===== config.mk =====
export PLATFORM = sky130hd
export DESIGN_NAME = mux_sel_scanner
export DESIGN_NICKNAME = d
export VERILOG_FILES = /design/src/rtl/mux_sel_scanner.sv
export SDC_FILE = /design/constraint.sdc
export NUM_CORES = 1
export LEC_CHECK = 0
export CAP_MARGIN = 10
export CORE_MARGIN = 1.5
export CORE_UTILIZATION = 55
export DETAILED_ROUTE_END_ITERATION = 8
export PLACE_DENSITY = 0.89
export SLEW_MARGIN = 10
export SYNTH_ARGS = -nofsm -noshare
export SYNTH_HDL_FRONTEND = slang
export SYNTH_SLANG_ARGS = --single-unit

===== constraint.sdc =====
create_clock -name clk -period 4.4 [get_ports clk]
set_input_delay 1.1 -clock clk [delete_from_list [all_inputs] [get_ports clk]]
set_output_delay 1.1 -clock clk [all_outputs]
set_load 0.05 [all_outputs]

===== src/rtl/mux_sel_scanner.sv =====
// mux_sel_scanner
//   Round-robin sequencer for a 4-to-1 mux. It steps the mux select over
//   the enabled channels and holds each select for DWELL cycles. At the end
//   of each dwell it registers the mux output together with its channel tag.
//
// Ports
//   clk          rising-edge clock
//   reset        asynchronous, active-high reset
//   en           scan enable
//   ch_mask      per-channel enable, bit i enables channel i
//   mux_in       mux output (WIDTH bits)
//   sel          registered select driven to the mux
//   sample       last captured mux value
//   sample_ch    channel index of sample
//   sample_valid one-cycle pulse when sample/sample_ch update
//   scan_done    one-cycle pulse with sample_valid on the last enabled channel
module mux_sel_scanner #(
  parameter int unsigned WIDTH = 4,
  parameter int unsigned DWELL = 4
) (
  input  logic             clk,
  input  logic             reset,
  input  logic             en,
  input  logic [3:0]       ch_mask,
  input  logic [WIDTH-1:0] mux_in,
  output logic [1:0]       sel,
  output logic [WIDTH-1:0] sample,
  output logic [1:0]       sample_ch,
  output logic             sample_valid,
  output logic             scan_done
);

  typedef enum logic {IDLE, SCAN} state_t;

  localparam logic [7:0] CNT_LAST = 8'(DWELL - 1);

  state_t           state, state_n;
  logic [7:0]       cnt, cnt_n;
  logic [1:0]       sel_n;
  logic [WIDTH-1:0] sample_n;
  logic [1:0]       sample_ch_n;
  logic             valid_n, done_n;

  function automatic logic [1:0] lowest_ch(input logic [3:0] m);
    logic [1:0] r;
    r = '0;
    for (int unsigned i = 4; i > 0; i--)
      if (m[i-1]) r = 2'(i - 1);
    return r;
  endfunction

  // Search cur+1, cur+2, cur+3 and finally cur itself. The loop runs from
  // lowest to highest priority so the last hit wins.
  function automatic logic [1:0] next_ch(input logic [3:0] m, input logic [1:0] cur);
    logic [1:0] r, idx;
    r = cur;
    for (int unsigned k = 4; k > 0; k--) begin
      idx = cur + 2'(k);
      if (m[idx]) r = idx;
    end
    return r;
  endfunction

  always_ff @(posedge clk or posedge reset) begin
    if (reset) begin
      state        <= IDLE;
      cnt          <= '0;
      sel          <= '0;
      sample       <= '0;
      sample_ch    <= '0;
      sample_valid <= 1'b0;
      scan_done    <= 1'b0;
    end else begin
      state        <= state_n;
      cnt          <= cnt_n;
      sel          <= sel_n;
      sample       <= sample_n;
      sample_ch    <= sample_ch_n;
      sample_valid <= valid_n;
      scan_done    <= done_n;
    end
  end

  always_comb begin
    state_n     = state;
    cnt_n       = cnt;
    sel_n       = sel;
    sample_n    = sample;
    sample_ch_n = sample_ch;
    valid_n     = 1'b0;
    done_n      = 1'b0;
    case (state)
      IDLE: begin
        if (en && (ch_mask != '0)) begin
          sel_n   = lowest_ch(ch_mask);
          cnt_n   = '0;
          state_n = SCAN;
        end
      end
      SCAN: begin
        if (ch_mask == '0) begin
          state_n = IDLE;
          cnt_n   = '0;
        end else if (!ch_mask[sel]) begin
          sel_n = next_ch(ch_mask, sel);
          cnt_n = '0;
        end else if (cnt == CNT_LAST) begin
          sample_n    = mux_in;
          sample_ch_n = sel;
          valid_n     = 1'b1;
          // (2 << sel) - 1 masks channels 0..sel; anything left is above sel.
          done_n      = ~|(ch_mask & ~((4'd2 << sel) - 4'd1));
          cnt_n       = '0;
          if (en) sel_n = next_ch(ch_mask, sel);
          else    state_n = IDLE;
        end else begin
          cnt_n = cnt + 8'd1;
        end
      end
      default: state_n = IDLE;
    endcase
  end

endmodule


==> results.ini <==
[outcome]
status = finished clean

[final_layout]
finish.utilization = 0.713
nets = 155
diodes = 0
n_fill_cell = 151
area_growth_pct = 19.1
final_cells = 166
drive_above_1_share = 0.158

[timing]
finalMaxSlewViolations = 0
worst_pin_slew_ps = 712
setup_viol = 0
fin_tns_setup_ps = 0
whs_ps = 491
fin_skew_ps = 1.16
layout_min_cycle_time_ps = 2940
max_slew_margin = 0.525
fin_crit_sh = 0.669
hold_viol = 0
rsz0062_at_grt = false
fmax_ghz = 0.340

[global_route]
grt_max_degree = 20
grt_antenna_before_repair = 0
grt_overflow = 0
grt_pass1_vias = 958
grt_pass1_wl_microns = 4400
grt_usage = 0.231

[synthesis]
seq_area_frac_synth = 0.397
synthSimpleGateAreaFrac = 0.150
synth_cells = 120
synthMuxAreaShare = 0.136
avgSynthCellArea_sq_um = 9.98
syn-num-nets = 135
synth_compound_area_frac = 0.197
synth_cell_type_count = 38
synth_top_family_by_area = compound AO/OA/AOI/OAI gates
synth_seq_cells = 19
synth.cell_area_sq_um = 1200
yosys_warnings = 0
synthXorXnorAreaFrac = 0.0219
synth_fa_ha_area_frac = 0.0418

[floorplanning]
num_rows = 16
die_w_microns = 49.7
io_pins = 21
die_y_microns = 49.7
start_util = 0.598
dieArea_sq_um = 2470
core_sq_um = 2000

[detailed_routing]
drc_errors = 0
drtIter0Drc = 27
wire_per_inst_microns = 14.4
num_vias = 981
firstDrtPassIters = 4
routed_wl_microns = 2390
viasPerCell = 5.91
ant_nets = 0

[power_and_ir_drop]
p_leak_nw = 0.632
p_per_area_nw_per_um2 = 625
finalPower_w = 0.000892
vdd_drop_max_mv = 0.361

[clock_tree]
cts_tree = done
insertion_delay_ps = 300
clock-sinks = 19
cts_resized = 0
clkTransAtPathRegs_ps = 110
holdBufCountCts = 0
cts_inserted_buffers = 3
h-tree-depth = 1
cts_max_path_buffers = 2
cts_setup_buffers = 0
cts.root.buffer_cell = clkbuf_4

[worst_hold_path]
hold-path-endpoint = sample_ch[1]$_DFFE_PP0P_
holdCritStartpoint = sample_ch[1]$_DFFE_PP0P_
hold_depth = 2
min_path_type = reg2reg

[worst_setup_path]
cp_max_fo = 13
path_cells = clkdlybuf4s50_1
reg2reg_slack_ps = 2210
criticalPathCategory = reg2out
slowest_delay_ps = 890
startpoint_type = flop
rr_worst_depth = 6
slowest_stage = clkdlybuf4s50_1
cp.required_ps = 3300
cp.buffers_inverters = 1
critPathCaptureType = output port
cp_data_arrival_time_ps = 1840
path_delay_family = buffers and inverters
r2r_start = sel[0]$_DFFE_PP0P_
worstReg2RegEnd = sel[1]$_DFFE_PP0P_

[placed_design]
dp_hpwl_microns = 1690
placed_cells = 162
io_buffers = 20
place.gp.congestion = 0.886

[flow_run]
maxCapViolations = 0

## report_power, final
part           total (W)  internal, W  leakage [nW]  switching, W
combinational   0.000522     0.000222         0.367      0.000300
clock          0.0000895    0.0000339        0.0177     0.0000556
sequential      0.000280     0.000220         0.246     0.0000601
## flip-flops by register name, summed over array words and instances, names as in the netlist
| register | count |
|---|---|
| scan_done | 1 |
| sel | 2 |
| cnt | 8 |
| sample | 4 |
| sample_ch | 2 |
| state | 1 |
| sample_valid | 1 |
## cell families after synthesis
group,count (synthesis)
AOI/OAI and AO/OA,36
xor gates and xnor gates,3
and+or+nand+nor,31
DFF,19
muxes,13
adders and majority gates,4
buffers and inverters,14
## layout by cell type, fill, tap and decap left out, drive strengths merged, types with 2 or more instances in the layout
cell and instances:
o31ai 2, inv 9, nand2 9, clkdlybuf4s50 20, and3 3, a21oi 6
mux2i 5, o21ai 18, dfrtp 19, xnor2 2, a41oi 2, nor2 6
nand3 4, mux2 7, o211ai 3, clkbuf 3, ha 4, nor3 3
nand2b 2
## stage by stage
| stage | setup slack (ps) | area [sq um] |
|---|---|---|
| 6_report | 1460 | 1430 |
| 5_1_grt | 1380 | 1430 |
| 4_1_cts | 1460 | 1430 |
| 3_5_place_dp | 1380 | 1400 |
| 3_3_place_gp | 1450 | 1400 |
| 2_1_floorplan | 1910 | 1200 |
## cell type report
type / count / area, sq um / share of cell area
Multi-Input combinational cell: 87 / 656 / 0.460
Sequential cell: 19 / 475 / 0.333
Timing Repair Buffer: 20 / 200 / 0.140
Inverter: 9 / 33.8 / 0.0237
Tap cell: 27 / 33.8 / 0.0237
Clock buffer: 3 / 22.5 / 0.0158
Clock inverter: 1 / 5.00 / 0.00351
## cell usage after synthesis, drive strengths merged
| library cell | n | area (sq um) |
|---|---|---|
| buf | 4 | 28.8 |
| a21oi | 6 | 30.0 |
| nand3 | 4 | 20.0 |
| a221o | 1 | 10.0 |
| o22ai | 1 | 6.26 |
| a22o | 1 | 17.5 |
| a31oi | 1 | 6.26 |
| nor2b | 1 | 6.26 |
| dfrtp | 19 | 475 |
| mux2i | 5 | 50.1 |
| a211oi | 1 | 7.51 |
| mux2 | 7 | 90.1 |
| nor2 | 6 | 30.0 |
| xnor2 | 2 | 17.5 |
| clkbuf | 1 | 3.75 |
| xor2 | 1 | 8.76 |
| mux4 | 1 | 22.5 |
| o31ai | 2 | 15.0 |
| o21ai | 18 | 93.8 |
| nand4 | 1 | 21.3 |
| and3 | 3 | 20.0 |
| or4b | 1 | 13.8 |
| ha | 4 | 50.1 |
| or3 | 1 | 7.51 |
| nand2 | 9 | 33.8 |
| a41oi | 2 | 17.5 |
| nand2b | 2 | 12.5 |
| nor3 | 3 | 15.0 |
| o211ai | 3 | 32.5 |
| inv | 9 | 33.8 |
## worst max-delay path by stage
stage / from / end / slack, ps / cells after the start
2_1_floorplan: ch_mask[1] / sel[1]$_DFFE_PP0P_ / 1910 / 6
3_3_place_gp: ch_mask[2] / sel[1]$_DFFE_PP0P_ / 1450 / 6
3_5_place_dp: ch_mask[1] / cnt[5]$_DFFE_PP0P_ / 1380 / 6
4_1_cts: sel[0]$_DFFE_PP0P_ / sel[0] / 1460 / 1
5_1_grt: sel[0]$_DFFE_PP0P_ / sel[0] / 1380 / 1
6_report: sel[0]$_DFFE_PP0P_ / sel[0] / 1460 / 1
## metal layers
metal  global-route usage  up-vias  wire, microns
met5                    0        -              0
met4               0.0833        0             29
met3               0.0364        5            122
met2                0.391       38           1140
met1                0.299      468           1100
li1                     -      470              -
Note: power is estimated with default switching activity, not from simulation.
